[src/rtl/synth_pkg.sv]
// Types and helpers shared by the voice allocator and its LRU age tracker.
package synth_pkg;

  localparam int NOTE_W_DEF = 7;

  typedef enum logic [1:0] {
    IDLE   = 2'd0,
    LOOKUP = 2'd1,
    ISSUE  = 2'd2
  } alloc_state_t;

  typedef struct packed {
    logic                  on;
    logic [NOTE_W_DEF-1:0] note;
  } note_event_t;

  function automatic int voice_idx_w(input int n);
    return (n > 1) ? $clog2(n) : 1;
  endfunction

endpackage

[src/rtl/lru_age_tracker.sv]
// Per-voice LRU ages (0 = most recently started, NUM_VOICES-1 = oldest), kept as
// a permutation; reports the oldest voice among a qualifying mask.
module lru_age_tracker
  import synth_pkg::*;
#(
  parameter int NUM_VOICES = 4,
  parameter int IDX_W      = voice_idx_w(NUM_VOICES)
) (
  input  logic                  clk_i,
  input  logic                  rst_i,
  input  logic                  touch_i,
  input  logic [IDX_W-1:0]      touch_idx_i,
  input  logic [NUM_VOICES-1:0] mask_i,
  output logic [IDX_W-1:0]      oldest_idx_o,
  output logic                  oldest_valid_o
);

  logic [IDX_W-1:0] age_q [NUM_VOICES];
  logic [IDX_W-1:0] age_d [NUM_VOICES];
  logic [IDX_W-1:0] best;

  // Touched voice becomes youngest; everyone younger than it ages by one.
  always_comb begin
    for (int i = 0; i < NUM_VOICES; i++) begin
      age_d[i] = age_q[i];
      if (touch_i) begin
        if (IDX_W'(i) == touch_idx_i) age_d[i] = '0;
        else if (age_q[i] < age_q[touch_idx_i]) age_d[i] = age_q[i] + IDX_W'(1);
      end
    end
  end

  always_ff @(posedge clk_i or posedge rst_i) begin
    if (rst_i) begin
      for (int i = 0; i < NUM_VOICES; i++) age_q[i] <= IDX_W'(i);
    end else begin
      for (int i = 0; i < NUM_VOICES; i++) age_q[i] <= age_d[i];
    end
  end

  always_comb begin
    oldest_idx_o   = '0;
    oldest_valid_o = 1'b0;
    best           = '0;
    for (int i = 0; i < NUM_VOICES; i++) begin
      if (mask_i[i] && (!oldest_valid_o || age_q[i] > best)) begin
        oldest_valid_o = 1'b1;
        best           = age_q[i];
        oldest_idx_o   = IDX_W'(i);
      end
    end
  end

endmodule

[src/rtl/voice_allocator.sv]
// Polyphonic voice allocator: note events in, one-cycle start pulses out.
// Build option VOICE_STEAL_EN enables stealing (oldest released, then oldest overall).
//   state  | meaning
//   IDLE   | ready for an event
//   LOOKUP | choose target voice from registered state
//   ISSUE  | pulse start / update held, note, pending, ages
module voice_allocator
  import synth_pkg::*;
#(
  parameter int NUM_VOICES = 4,
  parameter int NOTE_W     = NOTE_W_DEF  // note_event_t is sized by NOTE_W_DEF
) (
  input  logic                         clk_i,
  input  logic                         reset_i,
  input  logic                         ev_valid_i,
  output logic                         ev_ready_o,
  input  logic                         ev_on_i,
  input  logic [NOTE_W-1:0]            ev_note_i,
  input  logic [NUM_VOICES-1:0]        voice_idle_i,
  output logic [NUM_VOICES-1:0]        voice_start_o,
  output logic [NUM_VOICES*NOTE_W-1:0] voice_note_o,
  output logic [NUM_VOICES-1:0]        voice_held_o,
  output logic                         note_dropped_o
);

  localparam int IDX_W = voice_idx_w(NUM_VOICES);

  alloc_state_t          state_q, state_d;
  note_event_t           ev_q, ev_d;
  logic [IDX_W-1:0]      tgt_q, sel_idx;
  logic [NOTE_W-1:0]     note_q [NUM_VOICES];
  logic [NUM_VOICES-1:0] held_q, held_d, pend_q, pend_d;
  logic                  drop_q, drop_d;
  logic [NUM_VOICES-1:0] match_v, free_v, lru_mask;
  logic                  match_any, free_any, tgt_found;
  logic [IDX_W-1:0]      match_idx, free_idx, lru_idx;
  logic                  lru_valid;
  logic                  accept, issue_on, issue_off;

  assign accept    = ev_valid_i && (state_q == IDLE);
  assign issue_on  = (state_q == ISSUE) && ev_q.on;
  assign issue_off = (state_q == ISSUE) && !ev_q.on;
  assign lru_mask  = (|(~held_q)) ? ~held_q : '1;

  lru_age_tracker #(
    .NUM_VOICES(NUM_VOICES),
    .IDX_W     (IDX_W)
  ) u_lru (
    .clk_i         (clk_i),
    .rst_i         (reset_i),
    .touch_i       (issue_on),
    .touch_idx_i   (tgt_q),
    .mask_i        (lru_mask),
    .oldest_idx_o  (lru_idx),
    .oldest_valid_o(lru_valid)
  );

  // Descending scan so the lowest index wins.
  always_comb begin
    match_v   = '0;
    free_v    = '0;
    match_any = 1'b0;
    match_idx = '0;
    free_any  = 1'b0;
    free_idx  = '0;
    for (int i = NUM_VOICES - 1; i >= 0; i--) begin
      match_v[i] = held_q[i] && (note_q[i] == ev_q.note);
      free_v[i]  = !held_q[i] && !pend_q[i] && voice_idle_i[i];
      if (match_v[i]) begin
        match_any = 1'b1;
        match_idx = IDX_W'(i);
      end
      if (free_v[i]) begin
        free_any = 1'b1;
        free_idx = IDX_W'(i);
      end
    end
  end

  always_comb begin
    tgt_found = 1'b0;
    sel_idx   = '0;
    if (!ev_q.on || match_any) begin
      tgt_found = match_any;
      sel_idx   = match_idx;
    end else if (free_any) begin
      tgt_found = 1'b1;
      sel_idx   = free_idx;
    end
`ifdef VOICE_STEAL_EN
    else begin
      tgt_found = lru_valid;
      sel_idx   = lru_idx;
    end
`endif
  end

`ifdef VOICE_STEAL_EN
  assign drop_d = 1'b0;
`else
  logic unused_lru;
  assign unused_lru = ^{lru_idx, lru_valid};
  assign drop_d     = (state_q == LOOKUP) && ev_q.on && !tgt_found;
`endif

  always_ff @(posedge clk_i or posedge reset_i) begin
    if (reset_i) state_q <= IDLE;
    else         state_q <= state_d;
  end

  always_comb begin
    state_d = state_q;
    case (state_q)
      IDLE:    if (accept) state_d = LOOKUP;
      LOOKUP:  state_d = tgt_found ? ISSUE : IDLE;
      ISSUE:   state_d = IDLE;
      default: state_d = IDLE;
    endcase
  end

  always_comb begin
    ev_ready_o    = (state_q == IDLE);
    voice_start_o = '0;
    if (issue_on) voice_start_o[tgt_q] = 1'b1;
  end

  // Pending bridges the cycle(s) before the envelope drops its idle flag.
  always_comb begin
    ev_d      = ev_q;
    held_d    = held_q;
    pend_d    = pend_q & voice_idle_i;
    if (accept) begin
      ev_d.on   = ev_on_i;
      ev_d.note = ev_note_i;
    end
    if (issue_on) begin
      held_d[tgt_q] = 1'b1;
      pend_d[tgt_q] = 1'b1;
    end
    if (issue_off) held_d[tgt_q] = 1'b0;
  end

  always_ff @(posedge clk_i or posedge reset_i) begin
    if (reset_i) begin
      ev_q   <= '0;
      tgt_q  <= '0;
      held_q <= '0;
      pend_q <= '0;
      drop_q <= 1'b0;
      for (int i = 0; i < NUM_VOICES; i++) note_q[i] <= '0;
    end else begin
      ev_q   <= ev_d;
      held_q <= held_d;
      pend_q <= pend_d;
      drop_q <= drop_d;
      if (state_q == LOOKUP) tgt_q <= sel_idx;
      if (issue_on) note_q[tgt_q] <= ev_q.note;
    end
  end

  always_comb begin
    voice_note_o = '0;
    for (int i = 0; i < NUM_VOICES; i++) voice_note_o[i*NOTE_W +: NOTE_W] = note_q[i];
  end

  assign voice_held_o   = held_q;
  assign note_dropped_o = drop_q;

endmodule

[config.mk]
export PLATFORM = sky130hd
export DESIGN_NAME = voice_allocator
export DESIGN_NICKNAME = d
export VERILOG_FILES = /design/src/rtl/synth_pkg.sv /design/src/rtl/lru_age_tracker.sv /design/src/rtl/voice_allocator.sv
export SDC_FILE = /design/constraint.sdc
export NUM_CORES = 1
export LEC_CHECK = 0
export ABC_AREA = 1
export CAP_MARGIN = 20
export CORE_MARGIN = 4
export CORE_UTILIZATION = 35
export CTS_CLUSTER_SIZE = 10
export DETAILED_ROUTE_END_ITERATION = 7
export SLEW_MARGIN = 40
export SYNTH_ARGS = -nofsm -noshare
export SYNTH_HDL_FRONTEND = slang
export SYNTH_SLANG_ARGS = --single-unit
[constraint.sdc]
create_clock -name clk_i -period 1.95 [get_ports clk_i]
set_input_delay 0.2925 -clock clk_i [delete_from_list [all_inputs] [get_ports clk_i]]
set_output_delay 0.2925 -clock clk_i [all_outputs]
set_load 0.03 [all_outputs]
Yosys cells after proc, flatten, opt, wreduce, memory -nomap -nowiden:

Index checks and enable logic that the tools add are counted.

* register bits: 49
* latch bits: 0
* bits in writable memories: 0
* bits in read-only memories: 0
* input bits: 15
* output and inout port bits: 38
* memories kept: 0

* add/subtract/negate cells: 0
* multiply operators: 0
* div/mod/pow operators: 0
* order comparisons: 4
* equal/unequal tests: 7
* shift-type cells: 0
* multiplexer cells: 32
* bitwise operators: 6
* reduce and logical (&&, ||, !) cells: 31

Operator list (count)
* $bwmux 28: 1
* $eq 7x7->1: 4
* $mux 2: 12
* $logic_and 1x1->1: 19
* $mux 4: 4
* $demux 7 s2: 1
* $mux 1: 11
* $logic_not 1->1: 10
* $and 4x4->4: 2
* $or 4x4->4: 2
* $mux 7: 1
* $not 4->4: 1
* $pmux 2 s2: 1
* $ge 3x3->1 const B: 1
* $lt 2x3->1 const B: 1
* $lt 3x1->1 const B: 1
* $not 2->3: 1
* $demux 1 s2: 1
* $eq 2x1->1 const B: 1
* $eq 2x2->1 const B: 1
* $ge 2x1->1 const B: 1
* $logic_not 2->1: 1
* $ne 2x1->1 const B: 1
* $logic_or 1x1->1: 1

Longest topological paths before layout:

Gate-level depths: netlist (run 1).

* word-level depth: 11
* depth in mapped cells: 13
* mapped depth without buffers: 13

Least setup slack after synthesis (run 1):

Ideal clock, no wire load.

* kind: reg2out
* from: register state_q[0]
* to: output port voice_start_o[2]
* arrival: 1161 ps
* data required time: 1657 ps
* path slack: 497 ps
* stages on the path, launching flop included: 7
* path buffers: 1
* cells stage by stage: dfrtp_1 nor2_1 inv_1 nor2_2 nand2_1 buf_6 inv_1

* word-level cells in the longest chain between the ends: 3

RTL lines
* start: declaration: line voice_allocator.sv:28 `alloc_state_t state_q, state_d;`
* start signal: assignment: line voice_allocator.sv:108 `else state_q <= state_d;`
* $eq 2x2->1: line voice_allocator.sv:41 `assign issue_on = (state_q == ISSUE) && ev_q.on;`
* $logic_and 1x1->1: line voice_allocator.sv:41
* $mux 4: line voice_allocator.sv:124 `if (issue_on) voice_start_o[tgt_q] = 1'b1;`
* end: declaration: line voice_allocator.sv:20 `output logic [NUM_VOICES-1:0] voice_start_o,`

No other way between the ends.

Worst setup path in the final report (run 1):

* from: register state_q[0]
* to: output port ev_ready_o

* word-level cells in the longest chain between the ends: 1

RTL lines
* $logic_not 2->1: line voice_allocator.sv:122 `ev_ready_o = (state_q == IDLE);`
* end: declaration: line voice_allocator.sv:16 `output logic ev_ready_o,`

No other way between the ends.

==> results.json, run 1 <==
{
  "cp_max_fo": 3,
  "r2r_start": "ev_q[5]$_DFFE_PP0P_",
  "cts.sinks": 49,
  "viasPerCell": 4.62,
  "numPortBuffers": 52,
  "cp_top_family": "buffers and inverters",
  "post-synth-top-count-cell": "nand2_1",
  "setup_viol_count_final": 0,
  "clock_latency_ns": 0.31,
  "drtAntennaViolNets": 0,
  "ys.flop_type": "dfrtp_1",
  "synth.avg_cell_area_um2": 6.82,
  "layout-drive-gt1-share": 0.0860,
  "layout_worst_path_cycle_share": 0.937,
  "area_growth_pct": 24.4,
  "reg2regPathDepth": 11,
  "worst_pin_slew_ns": 0.466,
  "hp-class": "primary input to async pin",
  "die_h_um": 98.8,
  "vias": 2677,
  "arrival_ns": 1.53,
  "drv_cap": 0,
  "relSlewSlack": 0.689,
  "grt_overflow": 0,
  "p_int_mw": 2.74,
  "clk_path_buf_depth": 2,
  "drt_wl_total_mm": 7.90,
  "switching_share": 0.459,
  "synth_area_leaders": "dfrtp_1 (42%), nand2_1 (24%), inv_1 (7.4%)",
  "syn_nets": 438,
  "cts-root-buf": "clkbuf_8",
  "synthTopCellsByCount": "nand2_1 (181), inv_1 (57), dfrtp_1 (49), o21ai_0 (42), nor2_1 (34)",
  "stdcell_area_um2": 3590,
  "grt_max_degree": 35,
  "crit_chain": "nor2_1 -> clkdlybuf4s50_1",
  "placed_area_um2": 3450,
  "yosys_warnings": 0,
  "htree_levels": 2,
  "dieWidth_um": 98.8,
  "firstDrtPassIters": 5,
  "num_antenna_cells": 0,
  "initial_core_util": 0.366,
  "slew_viol_final": 0,
  "cts_resized": 0,
  "min_period_ns": 1.83,
  "comb_power_share": 0.480,
  "max_freq_mhz": 548,
  "p_clk_frac": 0.170,
  "wl_per_cell_um": 13.6,
  "clock_skew_ns": 0.0103,
  "initialDrtViolationCount": 160,
  "clk_pin_slew_worst_paths_ns": 0.09,
  "grt_pass1_vias": 2432,
  "max_stage_delay_ns": 0.69,
  "cp-end-kind": "output port",
  "ys_seq_area_frac": 0.425,
  "cp_num_buf_inv": 1,
  "leakagePower_nw": 1.79,
  "power.density_nw_per_um2": 1410,
  "yosysTopAreaCell": "dfrtp_1",
  "critPathKind": "flip-flop to output port",
  "grt_first_pass_wirelength_mm": 12.9,
  "synth_area_um2": 2890,
  "ys_seq_elements": 49,
  "post-place-ws_ns": 0.287,
  "synth_top_area_frac": 0.425,
  "synth_edf_count": 0,
  "slowest_stage": "clkdlybuf4s50_1",
  "core_region_area_um2": 7890,
  "numCtsBuffers": 5,
  "antenna_found_initial": 0,
  "power.switching_mw": 2.32,
  "status": "complete, no violations",
  "die_area_um2": 9760,
  "hold_viol": 0,
  "place.gp.congestion": 0.853,
  "cp.required_ns": 1.66,
  "layout.nets": 491,
  "num_rows": 32,
  "r2r_slack_ns": 0.31,
  "rsz0062_at_grt": "no",
  "dp_hpwl_mm": 5.95,
  "async_reset_ff_frac": 1.00,
  "drc": 0,
  "r2r-end": "tgt_q[0]$_DFFE_PP0N_",
  "irDropWorstVdd_mv": 0.662,
  "fillerInstances": 784,
  "start_kind": "flip-flop",
  "yosysUniqueCellTypes": 26,
  "seqPwrFrac": 0.350,
  "tns_ns": 0,
  "grt_usage": 0.168,
  "setup_slack_ns": 0.124,
  "synth_cells": 423,
  "io_pins": 53,
  "cts_tree": "yes"
}
## through the flow
step / power, mW / instances / hold WS (ns) / util
2_1_floorplan: 3.38 / 423 / 0.409 / -
3_3_place_gp: 4.20 / 570 / 0.459 / 0.437
3_5_place_dp: 4.21 / 570 / 0.463 / 0.437
4_1_cts: 5.09 / 579 / 0.282 / 0.455
5_1_grt: 5.47 / 579 / 0.297 / 0.455
6_report: 5.07 / 579 / 0.278 / 0.455
## power groups by stage
stage          registers [mW]  logic [mW]  clock network, mW
3_3_place_gp             1.78        2.42                  0
6_report                 1.77        2.43              0.863
2_1_floorplan            2.01        1.36                  0
4_1_cts                  1.77        2.44              0.882
5_1_grt                  1.83        2.71              0.925
3_5_place_dp             1.79        2.42                  0
## routing by layer
layer | global-route usage | vias up | share of wire
li1 | - | 1382 | -
met1 | 0.246 | 1218 | 0.47
met2 | 0.254 | 71 | 0.46
met3 | 0.0269 | 6 | 0.060
met4 | 0.0525 | 0 | 0.013
met5 | 0 | - | 0
## area by class of cell
cell class | count | area (um2) | area share
clock buffers | 5 | 68.8 | 0.0192
clock inverters | 3 | 65.1 | 0.0181
inverters | 66 | 268 | 0.0746
multi-input cells | 296 | 1270 | 0.353
flip-flops and latches | 49 | 1230 | 0.341
well taps | 102 | 128 | 0.0355
repair buffers | 58 | 568 | 0.158
## timing repair
item,4_1_cts,5_1_grt
setup buffers,1,0
hold buffers,0,0
setup endpoints to repair,1,0
## state kept, by name, summed over array words and instances, names as in the netlist
signal,count
ev_q,8
tgt_q,2
voice_note_o,28
note_dropped_o,1
pend_q,4
voice_held_o,4
state_q,2
## worst reg2reg max path, cell delays in order (launching register included)
cell and delay (ns):
dfrtp_1 0.64, inv_4 0.14, nand2_1 0.09, nand2_1 0.06, nand2_1 0.07, nor2_1 0.05, nand2_1 0.06, nand2_1 0.05
nor2_1 0.17, nand3_1 0.09, nand3_1 0.09, nand2_1 0.05
## worst max path at each step
stage	startpoint	to	slack, ns	cells past startpoint
finish	state_q[0]$_DFFE_PP0P_	ev_ready_o	0.12	2
global route	state_q[1]$_DFFE_PP0P_	voice_start_o[3]	0.01	7
CTS	state_q[0]$_DFFE_PP0P_	ev_ready_o	0.11	2
detailed placement	ev_q[5]$_DFFE_PP0P_	tgt_q[0]$_DFFE_PP0N_	0.29	11
global placement	voice_idle_i[2]	tgt_q[1]$_DFFE_PP0N_	0.32	9
floorplan	reset_i	ev_q[0]$_DFFE_PP0P_	0.48	1
## placed cells by master, fill, tap and decap left out, types with 3 or more instances in the layout
cell               n
a21oi_1            3
buf_4              9
clkbuf_8           5
clkdlybuf4s50_1   48
dfrtp_1           49
inv_1             56
inv_4              6
nand2_1          181
nand2_2            4
nand3_1           10
nor2_1            34
nor2_2             4
nor2_4             3
o21ai_0           42
o21ai_1            5
## cell families (layout without fill, tap and decap cells)
| kind of cell | after synthesis | count (layout) | share of synthesized area |
|---|---|---|---|
| compound gates | 53 | 53 | 0.0949 |
| xor+xnor | 1 | 1 | 0.00303 |
| simple gates | 242 | 242 | 0.341 |
| buf+inv | 78 | 132 | 0.136 |
| flops | 49 | 49 | 0.425 |
Note: power is estimated with default switching activity, not from simulation.
==> inputs of run 2 (changes only) <==
- CTS_BUF_LIST: unset -> sky130_fd_sc_hd__clkbuf_8
==> results of run 2 <==
Same layout as run 1: the final DEF is identical, and so are final timing and power.
==> inputs of run 3 (changes only) <==
- CORE_MARGIN: 4 -> 10
==> run 3 against run 2 <==
Routed wire length rose by 5.3%. Largest cell class unchanged. Register-to-register slack got worse by 0.07 ns. Global-route usage fell by 3.1 points. Combinational power barely moved. Largest power group unchanged. Maximum frequency fell by 1.1%. Worst hold slack improved by 0.061 ns. Total power fell by 5.2%. Via count fell by 0.56%. Clock skew fell by 0.0014 ns. Design area fell by 1.3%. First-iteration DRC count rose by 18%. Critical path depth did not move.
==> results.json, run 3 (same netlist as run 1, synthesis figures left out) <==
{
  "num_antenna_cells": 0,
  "core_region_area_um2": 8130,
  "rsz0062_at_grt": "no",
  "arrival_ns": 1.55,
  "layout_commonest_cell": "nand2_1",
  "layout.nets": 491,
  "viasPerCell": 4.57,
  "antenna_found_initial": 0,
  "drc": 0,
  "grt_overflow": 0,
  "top_usage_layer": "met2",
  "leakagePower_nw": 1.77,
  "firstDrtPassIters": 5,
  "io_pins": 53,
  "hold_viol": 0,
  "power.density_nw_per_um2": 1360,
  "slowest_stage": "clkdlybuf4s50_1",
  "clk_path_buf_depth": 2,
  "fillerInstances": 844,
  "num_rows": 33,
  "fin_cells": 582,
  "die_h_um": 111,
  "critPathKind": "flip-flop to output port",
  "numCtsBuffers": 5,
  "final_cell_mix": "nand2_1 (181), inv_1 (58), dfrtp_1 (49)",
  "grt_pass1_vias": 2718,
  "grt_usage": 0.137,
  "min_period_ns": 1.85,
  "cp.required_ns": 1.66,
  "irDropWorstVdd_mv": 0.459,
  "dp_hpwl_mm": 6.37,
  "cp-end-kind": "output port",
  "drt_wl_total_mm": 8.32,
  "largest_register_ffs": 28,
  "grt_first_pass_wirelength_mm": 14.0,
  "dp_cells": 573,
  "drv_cap": 0,
  "initial_core_util": 0.355,
  "cp_max_fo": 3,
  "grt_max_degree": 50,
  "clock_latency_ns": 0.30,
  "hp-class": "primary input to async pin",
  "crit_chain": "nor2_1 -> clkdlybuf4s50_1",
  "numPortBuffers": 52,
  "slew_viol_final": 0,
  "max_freq_mhz": 542,
  "cts_tree": "yes",
  "cts-root-buf": "clkbuf_8",
  "die_area_um2": 12300,
  "layout_worst_path_cycle_share": 0.947,
  "relSlewSlack": 0.676,
  "layout-drive-gt1-share": 0.0818,
  "dieWidth_um": 111,
  "vias": 2662,
  "clk_pin_slew_worst_paths_ns": 0.09,
  "place.gp.congestion": 0.929,
  "worst_pin_slew_ns": 0.486,
  "initialDrtViolationCount": 189,
  "cts.sinks": 49,
  "use_met3": 0.0335,
  "whs_ns": 0.339,
  "setup_viol_count_final": 0,
  "clock_skew_ns": 0.00895,
  "htree_levels": 2,
  "max_stage_delay_ns": 0.71,
  "grtUsageMet1": 0.170,
  "area_growth_pct": 22.8,
  "start_kind": "flip-flop",
  "drtAntennaViolNets": 0,
  "wl_per_cell_um": 14.3,
  "status": "complete, no violations",
  "gr-usage-met2": 0.217,
  "tns_ns": 0
}
run 3: power breakdown:
part	switching, mW	total (mW)	internal (mW)
Combinational	1.52	2.44	0.920
Sequential	0.466	1.78	1.31
Clock	0.345	0.589	0.244
run 3: final timing paths:
kind	start	endpoint	slack (ns)	depth (start not counted)
setup reg to reg	ev_q[5]$_DFFE_PP0P_	tgt_q[0]$_DFFE_PP0N_	0.24	11
setup / recovery	state_q[0]$_DFFE_PP0P_	ev_ready_o	0.10	2
hold reg to reg	pend_q[1]$_DFF_PP0_	pend_q[1]$_DFF_PP0_	0.48	2
hold / removal	reset_i	voice_note_o[7]$_DFFE_PP0P_	0.34	3
min in group clk_i	pend_q[1]$_DFF_PP0_	pend_q[1]$_DFF_PP0_	0.48	2
max in group asynchronous	reset_i	note_dropped_o$_DFF_PP0_	1.37	3
run 3: critical path, delay by kind of cell (launching register included):
| kind | cells | cell delay, ns |
|---|---|---|
| buf+inv | 1 | 0.71 |
| flops | 1 | 0.40 |
| simple gates | 1 | 0.15 |
run 3: metrics by stage:
| stage | utilization | setup WS [ns] | cell area, um2 | power, mW |
|---|---|---|---|---|
| after floorplan | - | 0.485 | 2890 | 3.38 |
| after global placement | 0.425 | 0.296 | 3450 | 4.23 |
| after detailed placement | 0.425 | 0.266 | 3450 | 4.24 |
| after CTS | 0.436 | 0.0743 | 3540 | 4.86 |
| after global routing | 0.436 | 0.00484 | 3540 | 5.24 |
| final | 0.436 | 0.103 | 3540 | 4.80 |
run 3: area by class of cell:
cell class	instances	area [um2]	area share
sequential	49	1230	0.346
inverter	66	268	0.0755
timing repair buffer	58	568	0.160
clock buffer	5	68.8	0.0194
clock inverter	3	15.0	0.00424
tap	105	131	0.0371
multi-input combinational	296	1270	0.358
run 3: what timing repair did:
action | 4_1_cts | 5_1_grt
gates resized for setup | 0 | 0
setup buffers | 1 | 0
hold endpoints to repair | 0 | 0
hold buffers | 0 | 0
setup endpoints to repair | 1 | 0
run 3: per-layer routing:
metal	wire [um]	up-vias
met5	0	-
met4	246	0
met3	568	14
met2	3810	67
met1	3690	1206
li1	-	1375
